<file path="src/rtl/run_ctrl_pkg.sv">
// Shared types for the CPU run controller: FSM state encoding and end-reason codes.
// Latency: n/a (types and helpers only).
// Backpressure: n/a.
package run_ctrl_pkg;

  typedef enum logic [2:0] {
    ST_IDLE = 3'd0,
    ST_HOLD = 3'd1,
    ST_RUN  = 3'd2,
    ST_LOAD = 3'd3,
    ST_SEND = 3'd4,
    ST_DONE = 3'd5
  } state_e;

  localparam logic [1:0] REASON_NONE   = 2'd0;
  localparam logic [1:0] REASON_BUDGET = 2'd1;
  localparam logic [1:0] REASON_HALT   = 2'd2;

  // Run-cycle counter increment that sticks at all-ones instead of wrapping.
  function automatic logic [31:0] sat_inc32(input logic [31:0] v);
    return (v == 32'hFFFF_FFFF) ? v : v + 32'd1;
  endfunction

endpackage

</file>
<file path="src/rtl/run_halt_detect.sv">
// Halt detector: flags a CPU halt once the PC has stayed unchanged for HALT_STABLE RUN cycles.
// Latency: halt_o is combinational in the RUN cycle that reaches the count.
// Backpressure: none; only advances while run_i is high.
//
// Ports:
//   clk_i, rst_i   clock, synchronous active-high reset
//   clear_i        restart pulse; forgets the previous PC and the stable count
//   run_i          high in RUN cycles; the only cycles that are tracked
//   pc_i           CPU program counter
//   halt_o         halt pulse; constant 0 when HALT_STABLE == 0
module run_halt_detect
  import run_ctrl_pkg::*;
#(
  parameter int PC_W        = 32,
  parameter int HALT_STABLE = 4
) (
  input  logic            clk_i,
  input  logic            rst_i,
  input  logic            clear_i,
  input  logic            run_i,
  input  logic [PC_W-1:0] pc_i,
  output logic            halt_o
);

  if (HALT_STABLE == 0) begin : g_off
    logic unused_ok;
    assign unused_ok = ^{clk_i, rst_i, clear_i, run_i, pc_i};
    assign halt_o    = 1'b0;
  end else begin : g_on
    localparam int            SW     = $clog2(HALT_STABLE + 1);
    localparam logic [SW-1:0] TARGET = SW'(HALT_STABLE);

    logic [PC_W-1:0] prev_pc_q;
    logic            seen_q;     // prev_pc_q holds a real sample from this run
    logic [SW-1:0]   stable_q;
    logic [SW-1:0]   stable_d;

    // The first RUN cycle has no valid previous PC, so it can never count as stable.
    always_comb begin
      stable_d = '0;
      if (seen_q && (pc_i == prev_pc_q)) begin
        stable_d = (stable_q == TARGET) ? stable_q : stable_q + SW'(1);
      end
    end

    always_ff @(posedge clk_i) begin
      if (rst_i || clear_i) begin
        prev_pc_q <= '0;
        seen_q    <= 1'b0;
        stable_q  <= '0;
      end else if (run_i) begin
        prev_pc_q <= pc_i;
        seen_q    <= 1'b1;
        stable_q  <= stable_d;
      end
    end

    assign halt_o = run_i && (stable_d == TARGET);
  end

endmodule

</file>
<file path="src/rtl/cpu_run_ctrl.sv">
// Run controller: holds the CPU in reset, runs it until budget or halt, then dumps the register file.
// Latency: RST_CYCLES hold, up to END_COUNT run cycles, then one beat per two cycles at best.
// Backpressure: dump beat held stable while dump_valid_o=1 and dump_ready_i=0.
//
// Optional feature macro: RUN_CTRL_CHECKSUM_EN appends one beat (idx NUM_REGS) carrying the XOR
// of all dumped register values.
//
// Ports:
//   clk_i, rst_i          clock, synchronous active-high reset
//   start_i               start pulse, honoured in IDLE and DONE only
//   cpu_rst_o             CPU reset (0 = CPU held in reset)
//   cpu_clk_en_o          CPU clock enable (HOLD and RUN)
//   pc_i                  CPU program counter for halt detection
//   rf_addr_o/rf_data_i   register-file read port (combinational read)
//   dump_valid_o/_ready_i valid/ready handshake for dump beats
//   dump_idx_o/_data_o    beat index and data
//   done_o                dump complete, held until restart
//   end_reason_o          0 none, 1 budget, 2 halt
//   cycle_cnt_o           run cycles elapsed, frozen after RUN
module cpu_run_ctrl
  import run_ctrl_pkg::*;
#(
  parameter int          DATA_W      = 32,
  parameter int          ADDR_W      = 5,
  parameter int          NUM_REGS    = 12,
  parameter logic [31:0] END_COUNT   = 32'd5,
  parameter int          RST_CYCLES  = 1,
  parameter int          PC_W        = 32,
  parameter int          HALT_STABLE = 4
) (
  input  logic              clk_i,
  input  logic              rst_i,
  input  logic              start_i,
  output logic              cpu_rst_o,
  output logic              cpu_clk_en_o,
  input  logic [PC_W-1:0]   pc_i,
  output logic [ADDR_W-1:0] rf_addr_o,
  input  logic [DATA_W-1:0] rf_data_i,
  output logic              dump_valid_o,
  input  logic              dump_ready_i,
  output logic [ADDR_W:0]   dump_idx_o,
  output logic [DATA_W-1:0] dump_data_o,
  output logic              done_o,
  output logic [1:0]        end_reason_o,
  output logic [31:0]       cycle_cnt_o
);

`ifdef RUN_CTRL_CHECKSUM_EN
  localparam int LAST_INT = NUM_REGS;
`else
  localparam int LAST_INT = NUM_REGS - 1;
`endif
  localparam logic [ADDR_W:0] LAST_IDX  = (ADDR_W + 1)'(LAST_INT);
  localparam int              HW        = (RST_CYCLES > 1) ? $clog2(RST_CYCLES) : 1;
  localparam logic [HW-1:0]   HOLD_LAST = HW'(RST_CYCLES - 1);

  state_e              state_q, state_d;
  logic [HW-1:0]       hold_q, hold_d;
  logic [31:0]         cnt_q, cnt_d;
  logic [1:0]          reason_q, reason_d;
  logic [ADDR_W:0]     idx_q, idx_d;
  logic [ADDR_W:0]     didx_q, didx_d;
  logic [DATA_W-1:0]   data_q, data_d;
`ifdef RUN_CTRL_CHECKSUM_EN
  logic [DATA_W-1:0]   csum_q, csum_d;
`endif

  logic restart;
  logic run;
  logic halt_pulse;

  assign restart = start_i && ((state_q == ST_IDLE) || (state_q == ST_DONE));
  assign run     = (state_q == ST_RUN);

  run_halt_detect #(
    .PC_W       (PC_W),
    .HALT_STABLE(HALT_STABLE)
  ) u_halt (
    .clk_i  (clk_i),
    .rst_i  (rst_i),
    .clear_i(restart),
    .run_i  (run),
    .pc_i   (pc_i),
    .halt_o (halt_pulse)
  );

  always_comb begin
    state_d  = state_q;
    hold_d   = hold_q;
    cnt_d    = cnt_q;
    reason_d = reason_q;
    idx_d    = idx_q;
    didx_d   = didx_q;
    data_d   = data_q;
`ifdef RUN_CTRL_CHECKSUM_EN
    csum_d   = csum_q;
`endif
    case (state_q)
      ST_IDLE, ST_DONE: begin
        if (start_i) begin
          state_d  = ST_HOLD;
          hold_d   = '0;
          cnt_d    = '0;
          reason_d = REASON_NONE;
          idx_d    = '0;
`ifdef RUN_CTRL_CHECKSUM_EN
          csum_d   = '0;
`endif
        end
      end
      ST_HOLD: begin
        if (hold_q == HOLD_LAST) state_d = ST_RUN;
        else                     hold_d  = hold_q + HW'(1);
      end
      ST_RUN: begin
        cnt_d = sat_inc32(cnt_q);
        // Halt wins when both stop conditions land in the same cycle.
        if (halt_pulse) begin
          reason_d = REASON_HALT;
          state_d  = ST_LOAD;
        end else if (cnt_d == END_COUNT) begin
          reason_d = REASON_BUDGET;
          state_d  = ST_LOAD;
        end
      end
      ST_LOAD: begin
        didx_d  = idx_q;
        data_d  = rf_data_i;
`ifdef RUN_CTRL_CHECKSUM_EN
        if (idx_q == LAST_IDX) data_d = csum_q;
        else                   csum_d = csum_q ^ rf_data_i;
`endif
        state_d = ST_SEND;
      end
      ST_SEND: begin
        if (dump_ready_i) begin
          if (idx_q == LAST_IDX) begin
            state_d = ST_DONE;
          end else begin
            idx_d   = idx_q + (ADDR_W + 1)'(1);
            state_d = ST_LOAD;
          end
        end
      end
      default: state_d = ST_IDLE;
    endcase
  end

  always_ff @(posedge clk_i) begin
    if (rst_i) begin
      state_q  <= ST_IDLE;
      hold_q   <= '0;
      cnt_q    <= '0;
      reason_q <= REASON_NONE;
      idx_q    <= '0;
      didx_q   <= '0;
      data_q   <= '0;
`ifdef RUN_CTRL_CHECKSUM_EN
      csum_q   <= '0;
`endif
    end else begin
      state_q  <= state_d;
      hold_q   <= hold_d;
      cnt_q    <= cnt_d;
      reason_q <= reason_d;
      idx_q    <= idx_d;
      didx_q   <= didx_d;
      data_q   <= data_d;
`ifdef RUN_CTRL_CHECKSUM_EN
      csum_q   <= csum_d;
`endif
    end
  end

  // The CPU leaves reset at RUN and stays out of it (clock gated) so its state is frozen for the dump.
  assign cpu_rst_o    = !((state_q == ST_IDLE) || (state_q == ST_HOLD));
  assign cpu_clk_en_o = (state_q == ST_HOLD) || (state_q == ST_RUN);
  assign rf_addr_o    = idx_q[ADDR_W-1:0];
  assign dump_valid_o = (state_q == ST_SEND);
  assign dump_idx_o   = didx_q;
  assign dump_data_o  = data_q;
  assign done_o       = (state_q == ST_DONE);
  assign end_reason_o = reason_q;
  assign cycle_cnt_o  = cnt_q;

endmodule

</file>
<file path="config.mk">
export PLATFORM = sky130hd
export DESIGN_NAME = cpu_run_ctrl
export DESIGN_NICKNAME = d
export VERILOG_FILES = /design/src/rtl/run_ctrl_pkg.sv /design/src/rtl/run_halt_detect.sv /design/src/rtl/cpu_run_ctrl.sv
export SDC_FILE = /design/constraint.sdc
export NUM_CORES = 1
export LEC_CHECK = 0
export BUFFER_PORTS_ARGS = -buffer_cell sky130_fd_sc_hd__buf_4
export CAP_MARGIN = 20
export CORE_MARGIN = 2
export CORE_UTILIZATION = 44
export DETAILED_ROUTE_END_ITERATION = 12
export PLACE_DENSITY = 0.77
export SLEW_MARGIN = 20
export SYNTH_ARGS = -nofsm -noshare
export SYNTH_HDL_FRONTEND = slang
export SYNTH_HIERARCHICAL = 1
export SYNTH_SLANG_ARGS = --single-unit
export TNS_END_PERCENT = 10
</file>
<file path="constraint.sdc">
create_clock -name clk_i -period 6.5 [get_ports clk_i]
set_clock_uncertainty 0.2 [all_clocks]
set_input_delay 0.65 -clock clk_i [delete_from_list [all_inputs] [get_ports clk_i]]
set_output_delay 0.65 -clock clk_i [all_outputs]
set_load 0.05 [all_outputs]
</file>
# ---- Word level (Yosys, flattened, before mapping)
# Index checks and enable logic that the tools add are counted.
dict set report totals {
  regBits 118
  latchBits 0
  ram_bits 0
  romBits 0
  input_bits 68
  memories 0
}
dict set report op_classes {
  add_sub_neg 4
  n_mul 0
  n_div 0
  magnitude_cmp 0
  eq_ne 16
  n_shift 0
  mux 23
  n_bitwise 0
  reduce_logical 18
}
# cell n
set ops {}
lappend ops {{$mux W32} 2}
lappend ops {{$pmux W32 S2} 1}
lappend ops {{$add A32 B1 Y32 const B} 1}
lappend ops {{$eq A32 B3 Y1 const B} 1}
lappend ops {{$eq A32 B32 Y1} 1}
lappend ops {{$eq A32 B32 Y1 const B} 1}
lappend ops {{$mux W3} 8}
lappend ops {{$mux W6} 3}
lappend ops {{$pmux W3 S5} 1}
lappend ops {{$eq A3 B3 Y1 const B} 4}
lappend ops {{$pmux W6 S2} 1}
lappend ops {{$reduce_and A4 Y1} 2}
lappend ops {{$add A6 B1 Y6 const B} 1}
lappend ops {{$eq A3 B2 Y1 const B} 2}
lappend ops {{$eq A6 B4 Y1 const B} 1}
lappend ops {{$mux W2} 3}
lappend ops {{$ne A2 B2 Y1 const B} 3}
lappend ops {{$reduce_bool A2 Y1} 3}
lappend ops {{$logic_or A1 B1 Y1} 4}
lappend ops {{$pmux W2 S2} 1}
lappend ops {{$reduce_and A2 Y1} 2}
lappend ops {{$add A3 B1 Y3 const B} 1}
lappend ops {{$eq A3 B1 Y1 const B} 1}
lappend ops {{$logic_and A1 B1 Y1} 3}
lappend ops {{other kinds (9)} 10}

# ---- Longest topological paths before layout
dict set report logic_depth {
  depth_word 7
  ltp_mapped 11
  depth_no_buf 10
}

# ---- Hierarchy
# Netlist, hierarchy kept.
# mod n_inst cells_per_inst area_each_um2 seq_area_each_um2
set by_module_without_submodules {}
lappend by_module_without_submodules {cpu_run_ctrl 1 564 4227.8 1621.6}
lappend by_module_without_submodules {run_halt_detect 1 195 1843.0 720.7}

# ---- Worst setup path before layout
# Ideal clock, no wire load.
dict set report synth_path {
  path_kind {flip-flop to flip-flop}
  from {reg cnt_q[0] (netlist: cycle_cnt_o[0])}
  to {reg state_q[2]}
  setup_time_ps 121
  arrival_time_ps 3311
  required_ps 6179
  path_slack_ps 2868
  stages_incl_launch_ff 11
  n_path_buf 0
  path_cell_list {dfxtp_1 > ha_1 > nand3_2 > nor4_4 > nand3_2 > a211o_1 > a2111o_1 > nor4b_2 > nand4_1 > a21o_1 > mux2_4}
}
dict set report synth_between {
  elab_chain_len 5
  word_cells_on_any_way 6
  cone_classes {add/sub (1); eq/ne (3); mux (1); reduce/logical (1)}
}
# element line_no
set synth_rtl {}
lappend synth_rtl {{from (decl)} cpu_run_ctrl.sv:59} ;# logic [31:0] cnt_q, cnt_d;
lappend synth_rtl {{from (signal assigned)} cpu_run_ctrl.sv:164} ;# cnt_q <= cnt_d;
lappend synth_rtl {{$add A32 B1 Y32 or $eq A32 B32 Y1 (tied branches)} run_ctrl_pkg.sv:21} ;# return (v == 32'hFFFF_FFFF) ? v : v + 32'd1;
lappend synth_rtl {{$mux W32 *} run_ctrl_pkg.sv:21}
lappend synth_rtl {{$eq A32 B3 Y1 *} cpu_run_ctrl.sv:121} ;# end else if (cnt_d == END_COUNT) begin
lappend synth_rtl {{$ne A3 B3 Y1 (no source line) *} n/a}
lappend synth_rtl {{$reduce_and A4 Y1 (no source line) *} n/a}
lappend synth_rtl {{to (signal assigned)} cpu_run_ctrl.sv:162} ;# state_q <= state_d;
lappend synth_rtl {{to (decl)} cpu_run_ctrl.sv:57} ;# state_e state_q, state_d;
# Every way passes the cells marked *; elsewhere a longest branch is shown, timed or not.
# A chain may end at the register's enable or synchronous reset.

# ---- Worst setup path after layout
dict set report layout_path {
  from {reg cnt_q[8] (netlist: cycle_cnt_o[8])}
  to {reg state_q[2]}
}
# The elaborated chain is that of the path after synthesis.

==> reports/qor.csv <==
stage,metric,value,unit
status,outcome,finished clean,
global_route,grtUsageTotal,0.233,
global_route,grt_pass1_wl,27.3,mm
global_route,antenna_found_initial,0,
finish,nets,948,
place,place_inst,1033,
place,dp_hpwl,11.9,mm
clocking,htree_levels,4,
logic_synthesis,synth_nets,831,
global_route,grt_pass1_vias,5362,
finish,antennaDiodeCount,0,
timing,max_slew_margin,0.419,
finish,fillers,1226,
timing,layout_setup_ws,2.38,ns
logic_synthesis,synth_area_per_cell,8.00,um2
setup_path,critical_path.slowest_cell,nor3_2,
place,io_buffers,148,
setup_path,r2r_start,cycle_cnt_o[8]$_SDFFE_PP0P_,
timing,fmax,243,MHz
power,internal_power,0.00174,W
setup_path,r2r_slack,2.38,ns
floorplanning,num_rows,42,
drt,via_count,6038,
floorplanning,io_pins,149,
finish,layout-drive-gt1-share,0.232,
clocking,clk_pin_slew,0.06,ns
power,power_density,337,nW/um2
drt,drtIter0Drc,700,
power,power_switching,0.000906,W
clocking,cts_buffer_depth,2,
worst_hold_path,hold_path.class,reg -> reg,
worst_hold_path,hold_path_depth,2,
worst_hold_path,min_to,dump_idx_o[0]$_SDFFE_PP0P_,
finish,area_delta_synth_final,29.2,%
power,leakagePower,2.93,nW
global_route,grt_start_max_net_pins,79,
finish,ff_latch_area,2340,um2
logic_synthesis,yosys_warnings,6,
flow_run,drv_cap,0,
setup_path,max_stage_delay,0.68,ns
setup_path,cp_max_fo,17,
worst_hold_path,hp-start,dump_idx_o[0]$_SDFFE_PP0P_,
power,pwr-share-seq,0.321,
setup_path,reg2reg_to,state_q[2]$_SDFFE_PP0P_,
logic_synthesis,yosysUniqueCellTypes,58,
drt,viasPerCell,5.67,
setup_path,worstSetupPathType,reg -> reg,
drt,first_pass_iters,7,
floorplanning,start_util,0.455,
setup_path,critical_path.most_common_cell,nand4_1,
setup_path,start_kind,register,
place,dp_worst_setup_slack,2.47,ns
finish,layout_commonest_cell,buf_4,
logic_synthesis,synth_edf_count,0,
power,p_comb_frac,0.284,
clocking,cts.root.buffer_cell,clkbuf_16,
power,swShare,0.342,
logic_synthesis,synth_seq_cells,117,
floorplanning,die_h,121,um
drt,routed_wl,17.4,mm
drt,ant_nets,0,
finish,multi_input_area,3440,um2
place,place_congestion,0.975,
clocking,ctsHoldBuffers,0,
floorplanning,die-area,14800,um2
timing,slew_violations,0,
logic_synthesis,syn_inst,759,
clocking,cts_tree,done,
floorplanning,die_w,121,um
drt,routedWlPerCell,16.3,um
logic_synthesis,synth_area,6070,um2
logic_synthesis,synthFlopType,dfxtp_1,
drt,drc_errors,0,
clocking,clock_latency,0.42,ns
timing,fin_crit,4.12,ns
clocking,cts_resized,0,
power,ir_drop,0.000186,V
setup_path,end_kind,register,
finish,fin_util,0.588,
timing,rsz0062_at_grt,false,
global_route,grt_overflow,0,
setup_path,critical_path_arrival,4.22,ns
finish,final_cell_mix,"buf_4 (154), nand2_1 (125), dfxtp_1 (117)",
timing,tightest_slew,0.869,ns
logic_synthesis,ys_async_sr_fraction,0,
clocking,postCtsSetupBuffers,0,
floorplanning,core_area,13300,um2
timing,final.period_utilization,0.633,
timing,setup-violations-final,0,
timing,whs,0.253,ns
clocking,clkSinkCount,117,
logic_synthesis,yosysSeqAreaShare,0.386,
timing,finalSetupTns,0,ns
finish,instances_no_fill,1065,
setup_path,r2r_cells,9,
clocking,cts_buffers,17,
setup_path,critPathRequiredTime,6.60,ns
setup_path,crit_chain,nand4_1 > nor3_2 > nand3_2 > a211o_1 > a2111o_1 > nor4b_2 > nand4_1 > a21o_1 > mux2_4,
power,clockPowerShare,0.395,
timing,final_hold_viol_count,0,
## flip-flops by register name (all words and copies together), names as in the netlist
signal and cells:
cycle_cnt_o 32, dump_data_o 32, dump_idx_o 6, end_reason_o 2, idx_q 6, state_q 3, u_halt/g_on.prev_pc_q 32, u_halt/g_on.seen_q 1
u_halt/g_on.stable_q 3
## layout make-up
cell class | instances | area share
clock buffers | 19 | 0.0565
clock inverters | 13 | 0.0276
repair buffers | 154 | 0.147
multi-input cells | 578 | 0.438
well taps | 176 | 0.0281
flip-flops and latches | 117 | 0.299
inverters | 8 | 0.00383
## Yosys cell counts (all sizes together), types with 13 or more instances
cell	n	area, um2
o21ai	18	90.1
nand3	26	140
a31oi	17	106
nor2	87	327
clkbuf	34	138
nand2	125	469
a21oi	70	350
mux2i	34	340
xnor2	40	350
buf	22	123
xor2	13	114
dfxtp	117	2340
nor4	14	128
nand4	35	234
nor3	15	80.1
## per-stage QoR
stage	power [W]	instance area (um2)
floorplan	0.00140	6070
global placement	0.00160	7190
detailed placement	0.00161	7190
CTS	0.00266	7850
global route	0.00276	7850
finish	0.00265	7850
## power by group through the flow
| stage | Clock (W) | Sequential [W] | Combinational (W) |
|---|---|---|---|
| 2_1_floorplan | 0 | 0.000940 | 0.000462 |
| 3_3_place_gp | 0 | 0.000857 | 0.000744 |
| 3_5_place_dp | 0 | 0.000861 | 0.000746 |
| 4_1_cts | 0.00106 | 0.000847 | 0.000752 |
| 5_1_grt | 0.00109 | 0.000858 | 0.000811 |
| 6_report | 0.00105 | 0.000848 | 0.000752 |
## worst max-delay path, delay by kind of cell (launching register included)
kind	cells	cell delay (ns)
compound gates	3	1.04
simple gates	5	1.93
flops	1	0.52
mux	1	0.30
## cells by family (layout without fill, tap and decap cells)
kind of cell	Yosys count	in the layout	synth area share
AOI/OAI and AO/OA	136	136	0.133
adders and majority gates	4	4	0.00824
buffers and inverters	64	194	0.0478
muxes	36	36	0.0604
xor gates and xnor gates	53	53	0.0765
and+or+nand+nor	349	349	0.288
DFF	117	117	0.386
## worst max-delay path by stage
stage	endpoint	slack (ns)	startpoint	cells after the start
3_5_place_dp	state_q[2]$_SDFFE_PP0P_	2.47	cycle_cnt_o[8]$_SDFFE_PP0P_	9
4_1_cts	state_q[2]$_SDFFE_PP0P_	2.45	cycle_cnt_o[8]$_SDFFE_PP0P_	9
2_1_floorplan	state_q[2]$_SDFFE_PP0P_	2.87	cycle_cnt_o[0]$_SDFFE_PP0P_	10
6_report	state_q[2]$_SDFFE_PP0P_	2.38	cycle_cnt_o[8]$_SDFFE_PP0P_	9
3_3_place_gp	state_q[2]$_SDFFE_PP0P_	2.67	cycle_cnt_o[8]$_SDFFE_PP0P_	9
5_1_grt	state_q[2]$_SDFFE_PP0P_	2.16	cycle_cnt_o[8]$_SDFFE_PP0P_	9
## metal layers
layer,GRT usage,routed length (um),vias up
li1,-,-,2923
met1,0.318,7650,2767
met2,0.352,7820,314
met3,0.0677,1530,34
met4,0.0783,359,0
met5,0,0,-
Power figures use the tool's default switching activity.
